File: config.mk
export PLATFORM = sky130hd
export DESIGN_NAME = uart_rx_ctrl_flat
export DESIGN_NICKNAME = d
export VERILOG_FILES = /design/src/rtl/uart_rx_ctrl_if.sv /design/src/rtl/uart_rx_ctrl.sv /design/src/flat_wrapper.sv
export SDC_FILE = /design/constraint.sdc
export NUM_CORES = 1
export LEC_CHECK = 0
export ABC_AREA = 1
export CORE_UTILIZATION = 55
export CTS_BUF_LIST = sky130_fd_sc_hd__clkbuf_2
export DETAILED_ROUTE_END_ITERATION = 6
export GPL_ROUTABILITY_DRIVEN = 1
export PLACE_DENSITY = 0.74
export RECOVER_POWER = 100
export SLEW_MARGIN = 20
export SYNTH_ARGS = -nofsm -noshare
export SYNTH_HDL_FRONTEND = slang
export SYNTH_SLANG_ARGS = --single-unit
File: constraint.sdc
create_clock -name clk -period 6.5 [get_ports clk]
set_input_delay 0.65 -clock clk [delete_from_list [all_inputs] [get_ports clk]]
set_output_delay 0.65 -clock clk [all_outputs]
set_load 0.05 [all_outputs]
File: src/rtl/uart_rx_ctrl_if.sv
// Receiver-facing and host-facing signal bundle for uart_rx_ctrl.
// The master side is the surrounding system (receiver datapath plus host
// register block); the slave side is the controller.
interface uart_rx_ctrl_if #(
    parameter int DATA_BITS  = 8,
    parameter int FIFO_DEPTH = 16
);
    // receiver side
    logic                          rx_enable;
    logic [DATA_BITS-1:0]          rx_data;
    logic                          rx_data_ready;
    logic                          rx_frame_error;
    logic                          rx_overrun;
    // host side
    logic                          rd_en;
    logic [DATA_BITS-1:0]          rd_data;
    logic                          rd_valid;
    logic [$clog2(FIFO_DEPTH):0]   fifo_count;
    logic                          fifo_full;
    logic                          fifo_empty;
    logic                          timeout;
    logic [2:0]                    err_status;

    modport master (
        input  rx_enable, rd_data, rd_valid, fifo_count, fifo_full, fifo_empty,
               timeout, err_status,
        output rx_data, rx_data_ready, rx_frame_error, rx_overrun, rd_en
    );

    modport slave (
        output rx_enable, rd_data, rd_valid, fifo_count, fifo_full, fifo_empty,
               timeout, err_status,
        input  rx_data, rx_data_ready, rx_frame_error, rx_overrun, rd_en
    );
endinterface

File: src/rtl/uart_rx_ctrl.sv
// UART receive controller: arms the receiver after a trusted idle period,
// buffers characters in a show-ahead FIFO, tracks sticky errors and raises
// a character timeout when buffered data sits unread.
module uart_rx_ctrl #(
    parameter int DATA_BITS     = 8,
    parameter int FIFO_DEPTH    = 16,
    parameter int OVERSAMPLE    = 16,
    parameter int ARM_BITS      = 10,
    parameter int TIMEOUT_CHARS = 4
) (
    input  logic clk,
    input  logic rst,
    input  logic cfg_enable,
    input  logic fifo_flush,
    input  logic err_clr,
    input  logic baud_tick,
    input  logic rx_line,
    uart_rx_ctrl_if.slave bus
);
    localparam int AW      = $clog2(FIFO_DEPTH);
    localparam int CW      = AW + 1;
    localparam int ARM_MAX = ARM_BITS * OVERSAMPLE - 1;
    localparam int ARM_W   = $clog2(ARM_MAX + 1);
    localparam int TO_MAX  = TIMEOUT_CHARS * 10 * OVERSAMPLE;
    localparam int TO_W    = $clog2(TO_MAX + 1);

    typedef enum logic [1:0] {S_OFF, S_ARM, S_RUN} state_t;

    state_t               state;
    logic [ARM_W-1:0]     arm_cnt;
    logic                 rx_en_q;
    logic                 line_meta, line_sync;

    logic [DATA_BITS-1:0] mem [FIFO_DEPTH];
    logic [AW-1:0]        wr_ptr, rd_ptr, rd_ptr_nxt;
    logic [CW-1:0]        count;
    logic [DATA_BITS-1:0] rd_data_q;

    logic [TO_W-1:0]      to_cnt;
    logic                 timeout_q;
    logic [2:0]           err_q;
    logic                 fe_q, ov_q;

    logic run, empty, full, push_req, pop, wr, ovf;
    logic [2:0] err_set;

    assign run        = (state == S_RUN);
    assign empty      = (count == '0);
    assign full       = (count == CW'(FIFO_DEPTH));
    assign push_req   = run && bus.rx_data_ready;
    assign pop        = bus.rd_en && !empty;
    assign wr         = push_req && (!full || pop);
    assign ovf        = push_req && full && !pop;
    assign rd_ptr_nxt = rd_ptr + 1'b1;
    assign err_set    = {run && bus.rx_overrun && !ov_q,
                         run && bus.rx_frame_error && !fe_q,
                         ovf};

    // Two-flop synchronizer on the raw pin; resets to idle (high).
    always_ff @(posedge clk) begin
        if (rst) begin
            line_meta <= 1'b1;
            line_sync <= 1'b1;
        end else begin
            line_meta <= rx_line;
            line_sync <= line_meta;
        end
    end

    // Enable FSM: count idle ticks in ARM before handing the line to the receiver.
    always_ff @(posedge clk) begin
        if (rst) begin
            state   <= S_OFF;
            arm_cnt <= '0;
            rx_en_q <= 1'b0;
        end else if (!cfg_enable) begin
            state   <= S_OFF;
            arm_cnt <= '0;
            rx_en_q <= 1'b0;
        end else begin
            case (state)
                S_OFF: begin
                    state   <= S_ARM;
                    arm_cnt <= '0;
                    rx_en_q <= 1'b0;
                end
                S_ARM: begin
                    if (!line_sync) begin
                        arm_cnt <= '0;
                    end else if (baud_tick) begin
                        if (arm_cnt == ARM_W'(ARM_MAX)) begin
                            state   <= S_RUN;
                            arm_cnt <= '0;
                            rx_en_q <= 1'b1;
                        end else begin
                            arm_cnt <= arm_cnt + 1'b1;
                        end
                    end
                end
                S_RUN: rx_en_q <= 1'b1;
                default: begin
                    state   <= S_OFF;
                    rx_en_q <= 1'b0;
                end
            endcase
        end
    end

    // FIFO storage; no reset, contents are don't-care until written.
    always_ff @(posedge clk) begin
        if (!rst && !fifo_flush && wr)
            mem[wr_ptr] <= bus.rx_data;
    end

    // Pointers and occupancy; flush beats any push/pop.
    always_ff @(posedge clk) begin
        if (rst || fifo_flush) begin
            wr_ptr <= '0;
            rd_ptr <= '0;
            count  <= '0;
        end else begin
            if (wr)  wr_ptr <= wr_ptr + 1'b1;
            if (pop) rd_ptr <= rd_ptr_nxt;
            if (wr && !pop)      count <= count + 1'b1;
            else if (pop && !wr) count <= count - 1'b1;
        end
    end

    // Registered show-ahead head: always holds the entry at rd_ptr.
    always_ff @(posedge clk) begin
        if (rst || fifo_flush) begin
            rd_data_q <= '0;
        end else if (pop) begin
            // With one entry left the next head is the byte arriving now, if any.
            if (count == CW'(1)) begin
                if (wr) rd_data_q <= bus.rx_data;
            end else begin
                rd_data_q <= mem[rd_ptr_nxt];
            end
        end else if (wr && empty) begin
            rd_data_q <= bus.rx_data;
        end
    end

    // Character timeout: ticks while data waits with no host/receiver activity.
    always_ff @(posedge clk) begin
        if (rst) begin
            to_cnt    <= '0;
            timeout_q <= 1'b0;
        end else begin
            if (fifo_flush || !run || push_req || pop)
                to_cnt <= '0;
            else if (baud_tick && !empty && to_cnt != TO_W'(TO_MAX))
                to_cnt <= to_cnt + 1'b1;

            if (fifo_flush || !run || pop)
                timeout_q <= 1'b0;
            else if (baud_tick && !empty && !push_req && to_cnt == TO_W'(TO_MAX - 1))
                timeout_q <= 1'b1;
        end
    end

    // Sticky errors; a set in the same cycle as a clear wins.
    always_ff @(posedge clk) begin
        if (rst) begin
            err_q <= '0;
            fe_q  <= 1'b0;
            ov_q  <= 1'b0;
        end else begin
            fe_q  <= bus.rx_frame_error;
            ov_q  <= bus.rx_overrun;
            err_q <= (err_q & ~{3{err_clr}}) | err_set;
        end
    end

    assign bus.rx_enable  = rx_en_q;
    assign bus.rd_data    = rd_data_q;
    assign bus.rd_valid   = !empty;
    assign bus.fifo_count = count;
    assign bus.fifo_full  = full;
    assign bus.fifo_empty = empty;
    assign bus.timeout    = timeout_q;
    assign bus.err_status = err_q;
endmodule

File: src/flat_wrapper.sv
// flat-port wrapper written by rule: the top's interface ports become plain ports
module uart_rx_ctrl_flat 
#(
    parameter int DATA_BITS     = 8,
    parameter int FIFO_DEPTH    = 16,
    parameter int OVERSAMPLE    = 16,
    parameter int ARM_BITS      = 10,
    parameter int TIMEOUT_CHARS = 4
)
  (clk, rst, cfg_enable, fifo_flush, err_clr, baud_tick, rx_line, bus_rx_enable, bus_rd_data, bus_rd_valid, bus_fifo_count, bus_fifo_full, bus_fifo_empty, bus_timeout, bus_err_status, bus_rx_data, bus_rx_data_ready, bus_rx_frame_error, bus_rx_overrun, bus_rd_en);
  uart_rx_ctrl_if #(.DATA_BITS(DATA_BITS), .FIFO_DEPTH(FIFO_DEPTH)) bus_i ();
  input  logic clk;
  input  logic rst;
  input  logic cfg_enable;
  input  logic fifo_flush;
  input  logic err_clr;
  input  logic baud_tick;
  input  logic rx_line;
  output wire logic [$bits(bus_i.rx_enable)-1:0] bus_rx_enable;
  output wire logic [$bits(bus_i.rd_data)-1:0] bus_rd_data;
  output wire logic [$bits(bus_i.rd_valid)-1:0] bus_rd_valid;
  output wire logic [$bits(bus_i.fifo_count)-1:0] bus_fifo_count;
  output wire logic [$bits(bus_i.fifo_full)-1:0] bus_fifo_full;
  output wire logic [$bits(bus_i.fifo_empty)-1:0] bus_fifo_empty;
  output wire logic [$bits(bus_i.timeout)-1:0] bus_timeout;
  output wire logic [$bits(bus_i.err_status)-1:0] bus_err_status;
  input wire logic [$bits(bus_i.rx_data)-1:0] bus_rx_data;
  input wire logic [$bits(bus_i.rx_data_ready)-1:0] bus_rx_data_ready;
  input wire logic [$bits(bus_i.rx_frame_error)-1:0] bus_rx_frame_error;
  input wire logic [$bits(bus_i.rx_overrun)-1:0] bus_rx_overrun;
  input wire logic [$bits(bus_i.rd_en)-1:0] bus_rd_en;
  assign bus_rx_enable = bus_i.rx_enable;
  assign bus_rd_data = bus_i.rd_data;
  assign bus_rd_valid = bus_i.rd_valid;
  assign bus_fifo_count = bus_i.fifo_count;
  assign bus_fifo_full = bus_i.fifo_full;
  assign bus_fifo_empty = bus_i.fifo_empty;
  assign bus_timeout = bus_i.timeout;
  assign bus_err_status = bus_i.err_status;
  assign bus_i.rx_data = bus_rx_data;
  assign bus_i.rx_data_ready = bus_rx_data_ready;
  assign bus_i.rx_frame_error = bus_rx_frame_error;
  assign bus_i.rx_overrun = bus_rx_overrun;
  assign bus_i.rd_en = bus_rd_en;
  uart_rx_ctrl #(.DATA_BITS(DATA_BITS), .FIFO_DEPTH(FIFO_DEPTH), .OVERSAMPLE(OVERSAMPLE), .ARM_BITS(ARM_BITS), .TIMEOUT_CHARS(TIMEOUT_CHARS)) u_core (.clk(clk), .rst(rst), .cfg_enable(cfg_enable), .fifo_flush(fifo_flush), .err_clr(err_clr), .baud_tick(baud_tick), .rx_line(rx_line), .bus(bus_i));
endmodule
# --- Word-level counts from Yosys, hierarchy flattened ---
# Memories as Yosys holds them, arrays and structs flattened.
# Cells that the tools add are included.
word_totals:
  in_bits: 19
  ramBits: 128
  n_memories: 1
  wordCells: 104
  ff_bits: 50
  output_inout_bits: 21
op_classes:
  n_reduce_logical: 46
  add_sub_neg: 6
  n_bitwise: 5
  muxes: 20
  n_eq_ne: 12
mem_list:
  columns: ["memory", "words", "width", "read_ports", "rd_clocked_by_memory_dff", "wr", "line_no", "source"]
  rows:
  - ["u_core.mem", 16, 8, 1, 0, 1, "uart_rx_ctrl.sv:34", "logic [DATA_BITS-1:0] mem [FIFO_DEPTH];"]
ops:
  columns: ["op", "n"]
  rows:
  - ["8-bit two-way mux", 7]
  - ["1-bit logical AND", 18]
  - ["8-bit one-hot mux with 2 select lines", 1]
  - ["10-bit by 1-bit adder with 10-bit output (second input constant)", 1]
  - ["10-bit equality test (second input constant)", 1]
  - ["1-bit zero test", 10]
  - ["5-bit two-way mux", 2]
  - ["10-bit != test (second input constant)", 1]
  - ["4-bit by 1-bit adder with 4-bit output (second input constant)", 2]
  - ["8-bit by 1-bit adder with 8-bit output (second input constant)", 1]
  - ["8-bit equality test (second input constant)", 1]
  - ["1-bit logical OR", 6]
  - ["2-bit two-way mux", 3]
  - ["3-bit != test (second input constant)", 2]
  - ["2-bit one-hot mux with 3 select lines", 1]
  - ["2-bit nonzero test", 3]
  - ["2-bit OR reduction", 3]
  - ["5-bit by 1-bit adder with 5-bit output (second input constant)", 1]
  - ["5-bit by 1-bit equality test with 1-bit output (second input constant)", 1]
  - ["5-bit equality test (second input constant)", 1]
  - ["5-bit zero test", 1]
  - ["1-bit two-way mux", 5]
  - ["5-bit by 1-bit subtractor with 5-bit output (second input constant)", 1]
  - ["2-bit by 1-bit != test with 1-bit output (second input constant)", 2]
  - ["other kinds (12)", 14]

# --- Longest topological paths before layout ---
logic_depth:
  word_depth: 9
  mapped_depth: 11

# --- Worst setup path after synthesis ---
# Ideal clock, no wire load.
synth_timing:
  path_type: "reg2reg"
  start: "reg u_core.count[0] (netlist: u_core.bus.fifo_count[0])"
  end: "mem u_core.mem[0][0], enable pin"
  synth_period_minus_slack_ps: 2627
  path_stages_with_launch: 10
  path_buffers: 0
  arrival_time_ps: 2257
  slack_ps: 3873
  path_cell_list: "dfxtp_1 > inv_1 > ha_1 > nand2_1 > nor2_1 > nand2_1 > nand2_2 > inv_2 > nand2_1 > nor2_1"
synth_between:
  word_cells_on_any_way: 10
synth_lines:
  columns: ["item", "line_no", "source"]
  rows:
  - ["from (decl)", "uart_rx_ctrl.sv:36", "logic [CW-1:0] count;"]
  - ["from (signal assigned)", "uart_rx_ctrl.sv:124", "if (wr && !pop) count <= count + 1'b1;"]
  - ["from (signal assigned)", "uart_rx_ctrl.sv:125", "else if (pop && !wr) count <= count - 1'b1;"]
  - ["5-bit equality test", "uart_rx_ctrl.sv:49", "assign full = (count == CW'(FIFO_DEPTH));"]
  - ["via bus_fifo_full", "flat_wrapper.sv:23", "output wire logic [$bits(bus_i.fifo_full)-1:0] bus_fifo_full;"]
  - ["1-bit zero test", "uart_rx_ctrl.sv:52", "assign wr = push_req && (!full || pop);"]
  - ["1-bit logical OR", "uart_rx_ctrl.sv:52", null]
  - ["1-bit logical AND", "uart_rx_ctrl.sv:52", null]
  - ["1-bit logical AND", "uart_rx_ctrl.sv:111", "if (!rst && !fifo_flush && wr)"]
  - ["1-bit two-way mux", "uart_rx_ctrl.sv:111", null]
  - ["1-bit two-way mux (implied by the code)", "uart_rx_ctrl.sv:112", "mem[wr_ptr] <= bus.rx_data;"]
  - ["to (decl)", "uart_rx_ctrl.sv:34", null]
# The timed path passes the listed nets, and every way through them passes these cells.

# --- Final worst setup path ---
layout_timing:
  start: "reg u_core.rd_ptr[0]"
  end: "reg u_core.rd_data_q[5] (netlist: u_core.bus.rd_data[5])"
layout_between:
  elab_chain_cells: 4
layout_lines:
  columns: ["item", "line_no", "source"]
  rows:
  - ["from (decl)", "uart_rx_ctrl.sv:35", "logic [AW-1:0] wr_ptr, rd_ptr, rd_ptr_nxt;"]
  - ["from (signal assigned)", "uart_rx_ctrl.sv:123", "if (pop) rd_ptr <= rd_ptr_nxt;"]
  - ["4-bit by 1-bit adder with 4-bit output", "uart_rx_ctrl.sv:54", "assign rd_ptr_nxt = rd_ptr + 1'b1;"]
  - ["memory read 16 x 8 bit", null, null]
  - ["8-bit two-way mux", "uart_rx_ctrl.sv:135", "if (count == CW'(1)) begin"]
  - ["8-bit two-way mux", "uart_rx_ctrl.sv:133", "end else if (pop) begin"]
  - ["to (signal assigned)", "uart_rx_ctrl.sv:136", "if (wr) rd_data_q <= bus.rx_data;"]
  - ["to (signal assigned)", "uart_rx_ctrl.sv:138", "rd_data_q <= mem[rd_ptr_nxt];"]
  - ["to (signal assigned)", "uart_rx_ctrl.sv:141", "rd_data_q <= bus.rx_data;"]
  - ["to (decl)", "uart_rx_ctrl.sv:37", "logic [DATA_BITS-1:0] rd_data_q;"]
# No other way between the ends.
# A chain may end at the register's enable or synchronous reset.

==> qor.csv <==
stage,metric,value,unit
status,status,"complete, but fails checks",
status,violations,"capacitance limit, slew limit",
setup_path,path_class,reg -> reg,
route,wl_per_cell,15.7,µm
global_route,antenna_found_initial,1,
setup_path,end_kind,flip-flop,
route,vias,5771,
floorplanning,coreArea,14000,µm²
sta,grt_setup_unrepaired,no,
setup_path,crit_fanout,67,
route,drt_wl_total,17000,µm
clock_network,clockBufferDepth,2,
global_route,grt-ovfl-total,0,
synth,syn-cell-area,8010,µm²
synth,synthArstFlopShare,0,%
route,ant_nets,0,
synth,synth_common_cells,"246 x nand2_1, 128 x edfxtp_1, 107 x inv_1",
synth,synth-main-ff-cell,edfxtp_1,
floorplanning,num_rows,43,
clock_network,root_buffer,clkbuf_2,
clock_network,hold_buffers,0,
global_route,track_usage,24.1,%
power_and_ir_drop,power_density,210,nW/µm²
placement,gp_congestion,0.813,
sta,setup_viol,0,
floorplanning,die_w,123,µm
synth,synth_cell_types,39,
clock_network,htree_levels,4,
route,first_pass_iters,7,
synth,synth_edf_count,128,
clock_network,path_clk_slew,230,ps
placement,place_ws,3570,ps
global_route,grt_pass1_wl,26600,µm
synth,synth_area_leaders,"edfxtp_1 48%, dfxtp_1 13%, nand2_1 12%, nand3_1 6.6%, inv_1 5.0%",
setup_path,cp_data_arrival_time,5110,ps
power_and_ir_drop,power_frac_seq,67.2,%
setup_path,required,7210,ps
floorplanning,dieHeight,123,µm
finish,area_delta_synth_final,8.17,%
clock_network,cts_tree,yes,
sta,fin_ws,2100,ps
finish,nNetsFinal,925,
synth,synth_nets,890,
sta,post-route-period-util,67.8,%
clock_network,numCtsBuffers,17,
synth,synth-seq-area-share,60.5,%
clock_network,cts.sinks,178,
power_and_ir_drop,leakagePower,3.54,nW
power_and_ir_drop,sw_frac_of_total,24.0,%
synth,synthMostInstantiatedCell,nand2_1,
sta,max_freq,0.227,GHz
synth,synth_top_area_share,48.0,%
sta,tightestPinTransition,2430,ps
global_route,grt_max_degree,68,
route,drtIter0Drc,492,
synth,synth.avg_cell_area,9.35,µm²
sta,timing_hold_violations_final,0,
finish,multi_input_area,2550,µm²
power_and_ir_drop,p_clk_share,26.7,%
hold_path,min_path_type,in -> reg,
synth,yosysTopAreaCell,edfxtp_1,
placement,hpwl,11000,µm
placement,io_buffers,39,
sta,maxSlewHeadroom,-62.8,%
global_route,grt_pass1_vias,5268,
floorplanning,die-area,15000,µm²
route,via_per_inst,5.32,
finish,nFillCells,1195,
power_and_ir_drop,p_int,1.38,mW
sta,finalMaxSlewViolations,67,
route,drcViolationCount,0,
clock_network,cts_resized,0,
clock_network,cts_setup_buffers,0,
power_and_ir_drop,power_switching,437,µW
sta,finClkSkew,39.6,ps
floorplanning,ios,40,
power_and_ir_drop,pwr-share-comb,6.0,%
run,drv_cap,1,
clock_network,clk_latency,760,ps
synth,ys_seq_elements,178,
finish,regArea,4850,µm²
sta,fin_crit,4400,ps
synth,syn_inst,856,
finish,drive_above_1_share,4.98,%
power_and_ir_drop,ir_worst_vdd,0.142,mV
synth,yosysWarnings,0,
floorplanning,initial_core_util,57.0,%
setup_path,startpoint_type,flip-flop,
sta,fin_setup_tns,0,ps
## layout by cell type, fill, tap and decap left out, types with 2 or more instances in the layout
cell type        Yosys  layout
a211oi_1             2       2
a21oi_1             37      37
buf_4                3       4
clkbuf_1             8       3
clkbuf_2             0      18
clkdlybuf4s50_1      0       9
clkinv_1             0       8
clkinv_2             0       2
clkinvlp_4           0       2
dfxtp_1             50      49
dlygate4sd3_1        0      30
edfxtp_1           128     128
ha_1                15      15
inv_1              107     106
inv_4                1       2
nand2_1            246     249
nand3_1            106     108
nand4_1              4       4
nor2_1              47      48
nor3_1              11      11
o21ai_0             28      28
o22ai_1              1       2
or2_0                2       2
or2_2                9       9
xnor2_1              5       5
xor2_1               9       8
## kinds of logic after synthesis
kind of cell	count (synthesis)	share of synthesized area (%)
and+or+nand+nor	437	23.6
DFF	178	60.5
xor gates and xnor gates	14	1.53
muxes	1	0.125
buffers and inverters	140	7.16
adders and majority gates	15	2.34
AOI/OAI and AO/OA	71	4.69
## layer usage
| layer | GRT usage, % | vias up | wire length, µm |
|---|---|---|---|
| met1 | 29.1 | 2673 | 7080 |
| li1 | - | 2867 | - |
| met5 | 0 | - | 0 |
| met2 | 41.2 | 199 | 8540 |
| met4 | 11.2 | 0 | 400 |
| met3 | 5.07 | 32 | 968 |
## per-stage QoR
step                area (µm²)  hold slack (ps)  power (mW)  util (%)  cells
finish                    8660              433        1.82      61.7   1085
global route              8660              384        1.88      61.7   1085
CTS                       8710              388        1.83      62.0   1084
detailed placement        8520              404        1.36      60.7   1052
global placement          8520              398        1.36      60.7   1052
floorplan                 8010              389        1.31         -    856
## power by group through the flow
stage | clock [mW] | combinational [mW] | sequential [mW]
final | 0.487 | 0.110 | 1.22
after detailed placement | 0 | 0.114 | 1.25
after CTS | 0.494 | 0.115 | 1.22
after global placement | 0 | 0.113 | 1.25
after global routing | 0.537 | 0.121 | 1.22
after floorplan | 0 | 0.0591 | 1.25
## final cells by class
class / instances / share of cell area [%]
Antenna cell: 1 / 0.0289
Clock buffer: 18 / 1.04
Clock inverter: 14 / 1.11
Inverter: 110 / 4.81
Multi-Input combinational cell: 538 / 29.5
Sequential cell: 178 / 56.0
Tap cell: 180 / 2.60
Timing Repair Buffer: 46 / 4.98
## worst max-delay path: stages (launching register included)
cell        delay, ps
dfxtp_2           360
buf_4             560
clkinvlp_2       2090
nand2_1           530
nand3_1           150
nand3_1           180
nand3_1           120
nand3_1           100
nand2_1            60
a21oi_1           140
## sequential cells by signal (all words and copies together), names as in the netlist
register / flops
u_core.arm_cnt: 8
u_core.bus.err_status: 3
u_core.bus.fifo_count: 5
u_core.bus.rd_data: 8
u_core.bus.rx_enable: 1
u_core.bus.timeout: 1
u_core.fe_q: 1
u_core.line_meta: 1
u_core.line_sync: 1
u_core.mem: 128
u_core.ov_q: 1
u_core.rd_ptr: 4
u_core.state: 2
u_core.to_cnt: 10
u_core.wr_ptr: 4
## final timing paths
path / from / to / slack, ps / cells past startpoint
worst max-delay path: u_core.rd_ptr[0]$_SDFFE_PP0N_ / u_core.bus.rd_data[5]$_SDFFE_PP0P_ / 2100 / 9
worst min-delay path: bus_rx_frame_error / u_core.fe_q$_SDFF_PP0_ / 430 / 3
worst max register to register: u_core.rd_ptr[0]$_SDFFE_PP0N_ / u_core.bus.rd_data[5]$_SDFFE_PP0P_ / 2100 / 9
worst min register to register: u_core.line_meta$_SDFF_PP1_ / u_core.line_sync$_SDFF_PP1_ / 450 / 1
Power figures use the tool's default switching activity.
